<file path="config.mk">
export PLATFORM = sky130hd
export DESIGN_NAME = parking_gate_controller
export DESIGN_NICKNAME = d
export VERILOG_FILES = /design/src/rtl/parking_gate_controller.sv
export SDC_FILE = /design/constraint.sdc
export NUM_CORES = 1
export LEC_CHECK = 0
export BUFFER_PORTS_ARGS = -buffer_cell sky130_fd_sc_hd__clkbuf_2
export CAP_MARGIN = 0
export CORE_AREA = 3 3 40 42
export CTS_CLUSTER_DIAMETER = 200
export DETAILED_ROUTE_END_ITERATION = 10
export DIE_AREA = 0 0 43 45
export HOLD_SLACK_MARGIN = 0.05
export MAX_ROUTING_LAYER = met4
export PLACE_DENSITY = 0.62
export SLEW_MARGIN = 25
export SYNTH_ARGS = -nofsm -noshare
export SYNTH_HDL_FRONTEND = slang
export SYNTH_SLANG_ARGS = --single-unit
</file>
<file path="constraint.sdc">
create_clock -name clk -period 4.1 [get_ports clk]
set_clock_uncertainty 0.05 [all_clocks]
set_input_delay 0.41 -clock clk [delete_from_list [all_inputs] [get_ports clk]]
set_output_delay 0.41 -clock clk [all_outputs]
set_load 0.03 [all_outputs]
</file>
<file path="src/rtl/parking_gate_controller.sv">
// Entry/exit lane sequencer for the normal parking area: arbitrates the shared lane, drives the barrier, and
// emits one entry/exit pulse per completed passage. Define GATE_TIMEOUT_EN to enable the barrier timeout.
module parking_gate_controller #(
    parameter int MAXIMUM      = 20,
    parameter int GATE_TIMEOUT = 50
) (
    input  logic       clk,
    input  logic       reset,
    input  logic       entry_req,
    input  logic       exit_req,
    input  logic       car_passed,
    input  logic [4:0] slots,
    output logic       gate_open,
    output logic       dir_in,
    output logic       entry_pulse,
    output logic       exit_pulse,
    output logic       timeout_pulse,
    output logic       lot_full,
    output logic       busy
);

    typedef enum logic [1:0] {
        IDLE     = 2'd0,
        OPEN_IN  = 2'd1,
        OPEN_OUT = 2'd2,
        CLOSE    = 2'd3
    } state_t;

    state_t r_state;
    state_t w_next_state;
    logic   r_last_in;
    logic   w_last_in_next;
    logic   r_gate_open;
    logic   r_dir_in;
    logic   r_entry_pulse;
    logic   r_exit_pulse;
    logic   r_lot_full;
    logic   r_busy;
    logic   w_entry_ok;
    logic   w_exit_ok;
    logic   w_is_open;
    logic   w_entry_done;
    logic   w_exit_done;
    logic   w_timeout;
    logic   w_timer_hit;

    // Eligibility looks at the live slot count, not the registered lot_full flag.
    assign w_entry_ok = entry_req && (slots != 5'd0);
    assign w_exit_ok  = exit_req  && (slots != 5'(MAXIMUM));
    assign w_is_open  = (r_state == OPEN_IN) || (r_state == OPEN_OUT);

`ifdef GATE_TIMEOUT_EN
    logic [5:0] r_timer;
    logic [5:0] w_timer_next;
    logic       r_timeout_pulse;

    // Held at zero outside OPEN, so every OPEN visit starts counting from 0.
    assign w_timer_next = w_is_open ? (r_timer + 6'd1) : 6'd0;
    assign w_timer_hit  = w_is_open && (r_timer == 6'(GATE_TIMEOUT - 1));

    always_ff @(posedge clk or posedge reset) begin
        if (reset) begin
            r_timer         <= 6'd0;
            r_timeout_pulse <= 1'b0;
        end else begin
            r_timer         <= w_timer_next;
            r_timeout_pulse <= w_timeout;
        end
    end

    assign timeout_pulse = r_timeout_pulse;
`else
    // GATE_TIMEOUT stays in the parameter list so both builds share one interface.
    assign w_timer_hit   = 1'b0 && (GATE_TIMEOUT != 0);
    assign timeout_pulse = 1'b0;
`endif

    always_comb begin
        // NOTE: every combinational output gets a default first so no path can infer a latch.
        w_next_state   = r_state;
        w_last_in_next = r_last_in;
        w_entry_done   = 1'b0;
        w_exit_done    = 1'b0;
        w_timeout      = 1'b0;
        case (r_state)
            IDLE: begin
                // On a tie the direction not granted last time wins.
                if (w_entry_ok && (!w_exit_ok || !r_last_in)) begin
                    w_next_state   = OPEN_IN;
                    w_last_in_next = 1'b1;
                end else if (w_exit_ok) begin
                    w_next_state   = OPEN_OUT;
                    w_last_in_next = 1'b0;
                end
            end
            OPEN_IN, OPEN_OUT: begin
                if (car_passed) begin
                    w_next_state = CLOSE;
                    w_entry_done = (r_state == OPEN_IN);
                    w_exit_done  = (r_state == OPEN_OUT);
                end else if (w_timer_hit) begin
                    w_next_state = CLOSE;
                    w_timeout    = 1'b1;
                end
            end
            CLOSE: begin
                if (!car_passed) w_next_state = IDLE;
            end
            default: w_next_state = IDLE;
        endcase
    end

    // Outputs are registered from the next state so they line up with the state register.
    always_ff @(posedge clk or posedge reset) begin
        if (reset) begin
            // NOTE: sequential state uses non-blocking assignments so all flops update together.
            r_state       <= IDLE;
            r_last_in     <= 1'b0;
            r_gate_open   <= 1'b0;
            r_dir_in      <= 1'b0;
            r_entry_pulse <= 1'b0;
            r_exit_pulse  <= 1'b0;
            r_lot_full    <= 1'b0;
            r_busy        <= 1'b0;
        end else begin
            r_state       <= w_next_state;
            r_last_in     <= w_last_in_next;
            r_gate_open   <= (w_next_state == OPEN_IN) || (w_next_state == OPEN_OUT);
            r_dir_in      <= (w_next_state == OPEN_IN);
            r_entry_pulse <= w_entry_done;
            r_exit_pulse  <= w_exit_done;
            r_lot_full    <= (slots == 5'd0);
            r_busy        <= (w_next_state != IDLE);
        end
    end

    assign gate_open   = r_gate_open;
    assign dir_in      = r_dir_in;
    assign entry_pulse = r_entry_pulse;
    assign exit_pulse  = r_exit_pulse;
    assign lot_full    = r_lot_full;
    assign busy        = r_busy;

endmodule

</file>
==> results of run 1 <==
## stage by stage
stage               total power [uW]  cells  cell area, um^2  util (%)
global placement               357.2     77            590.6     45.96
floorplan                      310.8     48            504.2         -
CTS                            433.2     82            626.9     48.78
detailed placement             362.1     77            590.6     45.96
finish                         429.6     82            626.9     48.78
global route                   466.9     82            626.9     48.78
## routing by layer
| metal | track usage (%) | vias to the layer above | part of all wire (%) |
|---|---|---|---|
| li1 | - | 204 | - |
| met1 | 12.87 | 174 | 47 |
| met2 | 15.27 | 9 | 45 |
| met4 | 14.46 | 0 | 5.3 |
| met5 | - | - | 0 |
| met3 | 1.195 | 4 | 2.9 |
## cells by family after synthesis
logic type               after synthesis
multiplexers                           1
adder cells (fa/ha/maj)                5
AND/OR/NAND/NOR                       12
other                                  1
AO/OA/AOI/OAI                         13
flip-flops                             9
buffers and inverters                  7
## cells in the mapped netlist (2+ instances only)
cell and instances:
a21oi_1 2, nand2b_1 2, inv_1 6, o21ai_0 3, o22ai_1 2, nand2_1 2
ha_1 5, a21o_2 2, dfrtp_1 9
## area by class of cell
cell class              count  area share [%]
clock buffers               4           4.192
flip-flops and latches      9           35.93
multi-input cells          32           39.72
inverters                   6           3.593
repair buffers             16           13.57
well taps                  15           2.994
## where the power goes
group          internal, uW  switching [uW]
logic                  86.5             125
registers               125            24.0
clock network          37.5            31.3
total                   249             181
## what timing repair did
| item | CTS | global route |
|---|---|---|
| setup endpoints to repair | 0 | 0 |
| setup buffers | 0 | 0 |
| endpoints found under the hold margin | 9 | 0 |
| hold buffers | 1 | 0 |
| gates resized for setup | 0 | 0 |
## state kept, by name (all words and copies together), names as in the netlist
register / count
busy: 1
entry_pulse: 1
lot_full: 1
exit_pulse: 1
r_last_in: 1
gate_open: 1
dir_in: 1
r_state: 2
## cells in the final DEF, fill, tap and decap left out
cell and n:
clkbuf_2 15, dfrtp_1 9, inv_1 6, ha_1 5, o21ai_0 3, clkbuf_4 3
nand2_1 2, a21oi_1 2, nand2b_1 2, a21o_2 2, o22ai_1 2, nor3_1 1
or3_4 1, nor3_4 1, nor3_2 1, a31oi_1 1, mux2i_1 1, o22a_1 1
nor2_1 1, nor4_1 1, o41ai_1 1, and3_1 1, and2_1 1, a22o_1 1
conb_1 1, clkbuf_1 1, dlygate4sd3_1 1
## critical path: stages (launching register included)
cell      delay, ns
dfrtp_1        0.45
inv_1          0.14
ha_1           0.30
nand2b_1       0.18
mux2i_1        0.19
a21oi_1        0.07
a21o_2         0.21
ha_1           0.26
inv_1          0.03
## worst max path at each step
stage                               end  slack, ns                 start
floorplan           gate_open$_DFF_PP0_       2.30  r_state[0]$_DFF_PP0_
global placement    gate_open$_DFF_PP0_       2.17  r_state[0]$_DFF_PP0_
detailed placement  gate_open$_DFF_PP0_       2.13  r_state[0]$_DFF_PP0_
CTS                 gate_open$_DFF_PP0_       2.12  r_state[0]$_DFF_PP0_
global route        gate_open$_DFF_PP0_       1.97  r_state[0]$_DFF_PP0_
finish              gate_open$_DFF_PP0_       2.10  r_state[0]$_DFF_PP0_
==> impl_metrics.csv, run 1 <==
group,metric,value,unit
global_route,maximum_number_of_pins_on_one_net_before_global_route_repair,10,
synth,synth_enable_flop_cells,0,
min_path,worstHoldPathCells,2,
synth,syn-mean-instance-area,10.50,um^2
clock_network,tritoncts_num_sinks,9,
synth,ys.warnings.count,0,
timing,final-setup-viol-count,0,
floorplan,placement_rows,13,
synth,synth.largest_area_cell,"dfrtp_1",
clock_network,h_tree_level_count,1,
min_path,worstHoldPathType,"primary input to flip-flop",
floorplan,initial_core_util,39.24,%
power,pwr_density_cell,685.4,mW/mm^2
timing,slew_violations,0,
route,detail_route.wl_per_cell,11.35,um
finish,layout-drive-gt1-share,34.33,%
synth,ys_seq_area_share,44.67,%
finish,finish.net_count,83,
setup_path,timing.critical_path.required,4.21,ns
status,status,"finished, final reports clean",
synth,post_synth_main_area_contributors,"dfrtp_1, ha_1, inv_1",
synth,synth_simple_gate_area_share,16.87,%
clock_network,cts_made_buffers,3,
timing,final_critical_delay_including_setup_and_external_delays,1.998,ns
synth,ys_seq_elements,9,
clock_network,clock_latency_at_the_later_pin_of_the_worst_skew_pair,0.26,ns
synth,yosys.area_share.adder,12.41,%
route,wirelength,931,um
finish,fillCellCount,122,
finish,antenna-diode-count,0,
setup_path,critPathLaunchType,"flip-flop",
synth,yosys.cell_types.count,24,
synth,synth_area,504.2,um^2
power,vdd_drop_max,0.3294,mV
timing,maxClockFrequency,500.6,MHz
synth,synth_top_area_share,44.67,%
floorplan,boundaryPins,17,
timing,timing.final.hold_violations,0,
floorplan,die_area,0.001935,mm^2
global_route,first_pass_grt_wire_length,1462,um
placed_design,pre_cts_ws,2.130,ns
min_path,whs_endpoint,"lot_full$_DFF_PP0_",
synth,synth.area.mux_share,1.985,%
finish,areaGrowthSynthToFinish,24.32,%
timing,fin_hold_ws,0.3234,ns
timing,worst_slack,2.102,ns
global_route,grtUsageTotal,11.26,%
clock_network,clock_tree.buffer_depth,2,
placed_design,globalplace.congestion,0.6725,
setup_path,worstPathArrival,2.10,ns
job,maxCapViolations,0,
route,detail_route.iter0.violations,3,
route,total_vias_in_the_final_route,391,
setup_path,reg2reg_from,"r_state[0]$_DFF_PP0_",
route,detail_route.first_pass.iterations,2,
setup_path,reg2reg_setup_slack,2.10,ns
setup_path,rr_endpoint,"gate_open$_DFF_PP0_",
floorplan,die_height,45,um
placed_design,numPortBuffers,15,
synth,synth-compound-area-share,17.37,%
timing,setup-tns-final,0,ns
timing,rsz0062_at_grt,"no",
clock_network,cts_tree,"built",
global_route,grt_pass1_vias,354,
clock_network,clockRootBuffer,"clkbuf_4",
global_route,global_route.overflow_total,0,
synth,postSynthNetCount,63,
route,drcViolationCount,0,
setup_path,endpoint_kind,"flip-flop",
placed_design,place_hpwl,704.6,um
finish,combined_area_of_the_multi_input_logic_cells,249.0,um^2
setup_path,worstRegToRegCells,8,
global_route,initial_antenna_violation_count,0,
setup_path,critPathMaxFanout,8,
synth,ys_async_sr_fraction,100.0,%
clock_network,clk_pin_slew_worst_paths,0.06,ns
min_path,hold_startpoint,"slots[4]",
route,ant_nets,0,
synth,synthXorXnorAreaFrac,0,%
timing,min_period_over_period,48.72,%
route,avgViaCountPerCell,4.768,
setup_path,setup.worst_path.class,"flip-flop to flip-flop",
synth,ys_dominant_reg_cell,"dfrtp_1",
synth,synth_top_family_by_area,"compound AO/OA/AOI/OAI gates",
floorplan,core,0.001285,mm^2
floorplan,die_w,43,um
finish,regArea,225.2,um^2
synth,synthesis.instances,48,
power,p_leak,0.0003365,uW
(Power assumes the default switching activity.)
==> run 2, diff against run 1 <==
--- a/config.mk
+++ b/config.mk
@@ -5,6 +5,7 @@
 export SDC_FILE = /design/constraint.sdc
 export NUM_CORES = 1
 export LEC_CHECK = 0
+export ABC_AREA = 1
 export BUFFER_PORTS_ARGS = -buffer_cell sky130_fd_sc_hd__clkbuf_2
 export CAP_MARGIN = 0
 export CORE_AREA = 3 3 40 42
@@ -13,7 +14,7 @@
 export DIE_AREA = 0 0 43 45
 export HOLD_SLACK_MARGIN = 0.05
 export MAX_ROUTING_LAYER = met4
-export PLACE_DENSITY = 0.62
+export PLACE_DENSITY = 0.63
 export SLEW_MARGIN = 25
 export SYNTH_ARGS = -nofsm -noshare
 export SYNTH_HDL_FRONTEND = slang
==> constraint.sdc (replaced) <==
create_clock -name clk -period 1.83 [get_ports clk]
set_clock_uncertainty 0.05 [all_clocks]
set_input_delay 0.183 -clock clk [delete_from_list [all_inputs] [get_ports clk]]
set_output_delay 0.183 -clock clk [all_outputs]
set_load 0.03 [all_outputs]
==> run 2 against run 1 <==
Compared with the run above: worst hold slack worse by 0.22 ns; non-clock buffer count is the same; via count fell by 3.1%; cell area shrank 2.2%; routed wire length fell by 14%; synthesized area fell by 2.7%; combinational power is 77% higher; largest cell class is now flip-flops and latches; largest power group unchanged; highest routed layer is now met3.
==> impl_metrics.csv, run 2 <==
group,metric,value,unit
timing,final-setup-viol-count,0,
placed_design,numPortBuffers,15,
global_route,maximum_number_of_pins_on_one_net_before_global_route_repair,10,
synth,synthesis.instances,57,
synth,postSynthNetCount,72,
synth,synth.largest_area_cell,"dfrtp_1",
floorplan,placement_rows,13,
timing,slew_violations,0,
route,detail_route.first_pass.iterations,4,
synth,ys.warnings.count,0,
clock_network,h_tree_level_count,1,
power,pwr_density_cell,1360,mW/mm^2
route,drcViolationCount,0,
setup_path,critPathLaunchType,"flip-flop",
synth,ys_dominant_reg_cell,"dfrtp_1",
setup_path,rr_endpoint,"gate_open$_DFF_PP0_",
clock_network,post_cts_buffers,0,
synth,synth_area,490.5,um^2
synth,synth_commonest_cells,"inv_1, nand2_1, dfrtp_1, ha_1, nor2_1",
finish,areaGrowthSynthToFinish,25.00,%
setup_path,reg2reg_from,"r_state[1]$_DFF_PP0_",
synth,ys_seq_area_share,45.92,%
floorplan,die_area,0.001935,mm^2
power,power_frac_clock,17.9,%
synth,ys_async_sr_fraction,100.0,%
clock_network,cts_made_buffers,3,
placed_design,post-place-cells,86,
power,swShare,42.25,%
min_path,hold_startpoint,"car_passed",
finish,final_common_cell,"clkbuf_2",
timing,rsz0062_at_grt,"no",
floorplan,core,0.001285,mm^2
finish,max_flop_register,"r_state",
clock_network,hold_buffer_count_at_cts,1,
clock_network,clock_tree.buffer_depth,2,
global_route,global_route.overflow_total,0,
global_route,first_pass_grt_wire_length,1366,um
placed_design,globalplace.congestion,0.7814,
power,seq_power_share,37.0,%
route,detail_route.iter0.violations,4,
synth,post_synth_main_area_contributors,"dfrtp_1, ha_1, inv_1",
floorplan,initial_core_util,38.17,%
setup_path,setup.worst_path.class,"flip-flop to flip-flop",
min_path,whs_endpoint,"entry_pulse$_DFF_PP0_",
finish,finish.net_count,92,
power,netSwitchingPower,352.2,uW
clock_network,clock_latency_at_the_later_pin_of_the_worst_skew_pair,0.26,ns
clock_network,ctsResizeCount,0,
clock_network,clockRootBuffer,"clkbuf_4",
power,share_of_power_burned_in_combinational_logic,45.0,%
floorplan,die_height,45,um
status,status,"finished, final reports clean",
min_path,worstHoldPathType,"primary input to flip-flop",
synth,yosys.cell_types.count,14,
setup_path,critPathLaunch,"r_state[1]$_DFF_PP0_",
finish,antenna-diode-count,0,
synth,synth_enable_flop_cells,0,
setup_path,worstRegToRegCells,7,
power,vdd_drop_max,0.7299,mV
synth,ys_seq_elements,9,
finish,layout-drive-gt1-share,34.21,%
route,detail_route.wl_per_cell,8.769,um
setup_path,worstPathArrival,1.58,ns
synth,syn-mean-instance-area,8.605,um^2
global_route,initial_antenna_violation_count,0,
placed_design,place_hpwl,685.4,um
min_path,worstHoldPathCells,3,
global_route,grt_pass1_vias,369,
timing,min_period_over_period,80.58,%
route,total_vias_in_the_final_route,379,
finish,layout_common_cells,"clkbuf_2, inv_1, nand2_1",
power,power_report.internal_total,481.4,uW
power,p_leak,0.0003771,uW
timing,maxClockFrequency,678.2,MHz
route,wirelength,798,um
finish,largest_register_ffs,2,
setup_path,endpoint_kind,"flip-flop",
setup_path,critPathMaxFanout,5,
global_route,grtUsageTotal,10.15,%
floorplan,boundaryPins,17,
finish,fillCellCount,131,
finish,stdcell_count,91,
route,ant_nets,0,
clock_network,tritoncts_num_sinks,9,
synth,synth_top_area_share,45.92,%
floorplan,die_w,43,um
clock_network,cts_tree,"built",
route,avgViaCountPerCell,4.165,
synth,yosys.cell_count.top_type,"inv_1",
timing,setup-tns-final,0,ns
timing,timing.final.hold_violations,0,
setup_path,reg2reg_setup_slack,0.36,ns
setup_path,timing.critical_path.required,1.93,ns
timing,final_critical_delay_including_setup_and_external_delays,1.475,ns
job,maxCapViolations,0,
clock_network,clk_pin_slew_worst_paths,0.06,ns
-- run 2: final cells by class --
class                           count  area (um^2)  share of cell area, %
Sequential cell                     9        225.2                  36.73
Timing Repair Buffer               16        85.08                  13.88
Tap cell                           15        18.77                  3.061
Inverter                           13        48.80                  7.959
Clock buffer                        4        26.28                  4.286
Multi-Input combinational cell     34        209.0                  34.08
-- run 2: how the worst max path moves through the flow --
stage	to	depth (start not counted)
after floorplan	gate_open$_DFF_PP0_	8
after global placement	gate_open$_DFF_PP0_	7
after detailed placement	gate_open$_DFF_PP0_	8
after CTS	gate_open$_DFF_PP0_	8
after global routing	gate_open$_DFF_PP0_	7
final	gate_open$_DFF_PP0_	7
-- run 2: per-stage QoR --
step	utilization (%)	area (um^2)	hold WS [ns]	power [uW]	setup slack, ns
3_5_place_dp	44.89	576.8	0.09226	689.0	0.3694
2_1_floorplan	-	490.5	-0.03908	594.0	0.4669
6_report	47.71	613.1	0.1027	833.6	0.3554
5_1_grt	47.71	613.1	0.1091	927.7	0.2194
3_3_place_gp	44.89	576.8	0.08476	685.0	0.4004
4_1_cts	47.71	613.1	0.09683	846.5	0.3544
-- run 2: critical path: stages, from the launching register on --
cell and delay (ns):
dfrtp_1 0.39, inv_1 0.15, ha_1 0.22, inv_1 0.06, o21ai_0 0.10, nand2_2 0.10
ha_1 0.28, inv_1 0.03
-- run 2: cells by family (layout without fill, tap and decap cells) --
| group | count (synthesis) | after routing | synth area share [%] |
|---|---|---|---|
| AND/OR/NAND/NOR | 26 | 26 | 27.04 |
| buffers and inverters | 14 | 33 | 11.48 |
| flip-flops | 9 | 9 | 45.92 |
| adder cells (fa/ha/maj) | 5 | 5 | 12.76 |
| AO/OA/AOI/OAI | 2 | 2 | 2.041 |
| other | 1 | 1 | 0.7646 |
-- run 2: power groups by stage --
stage	Combinational, uW	Clock (uW)	Sequential (uW)
after global placement	373	0	312
after floorplan	208	0	386
after detailed placement	376	0	313
after CTS	381	156	309
final	375	149	309
after global routing	443	166	319
-- run 2: per-layer routing --
layer	vias up	GRT usage [%]	wire length [um]
li1	205	-	-
met1	168	9.701	316
met2	6	17.07	428
met3	0	7.171	52
met4	0	1.807	0
met5	-	-	0
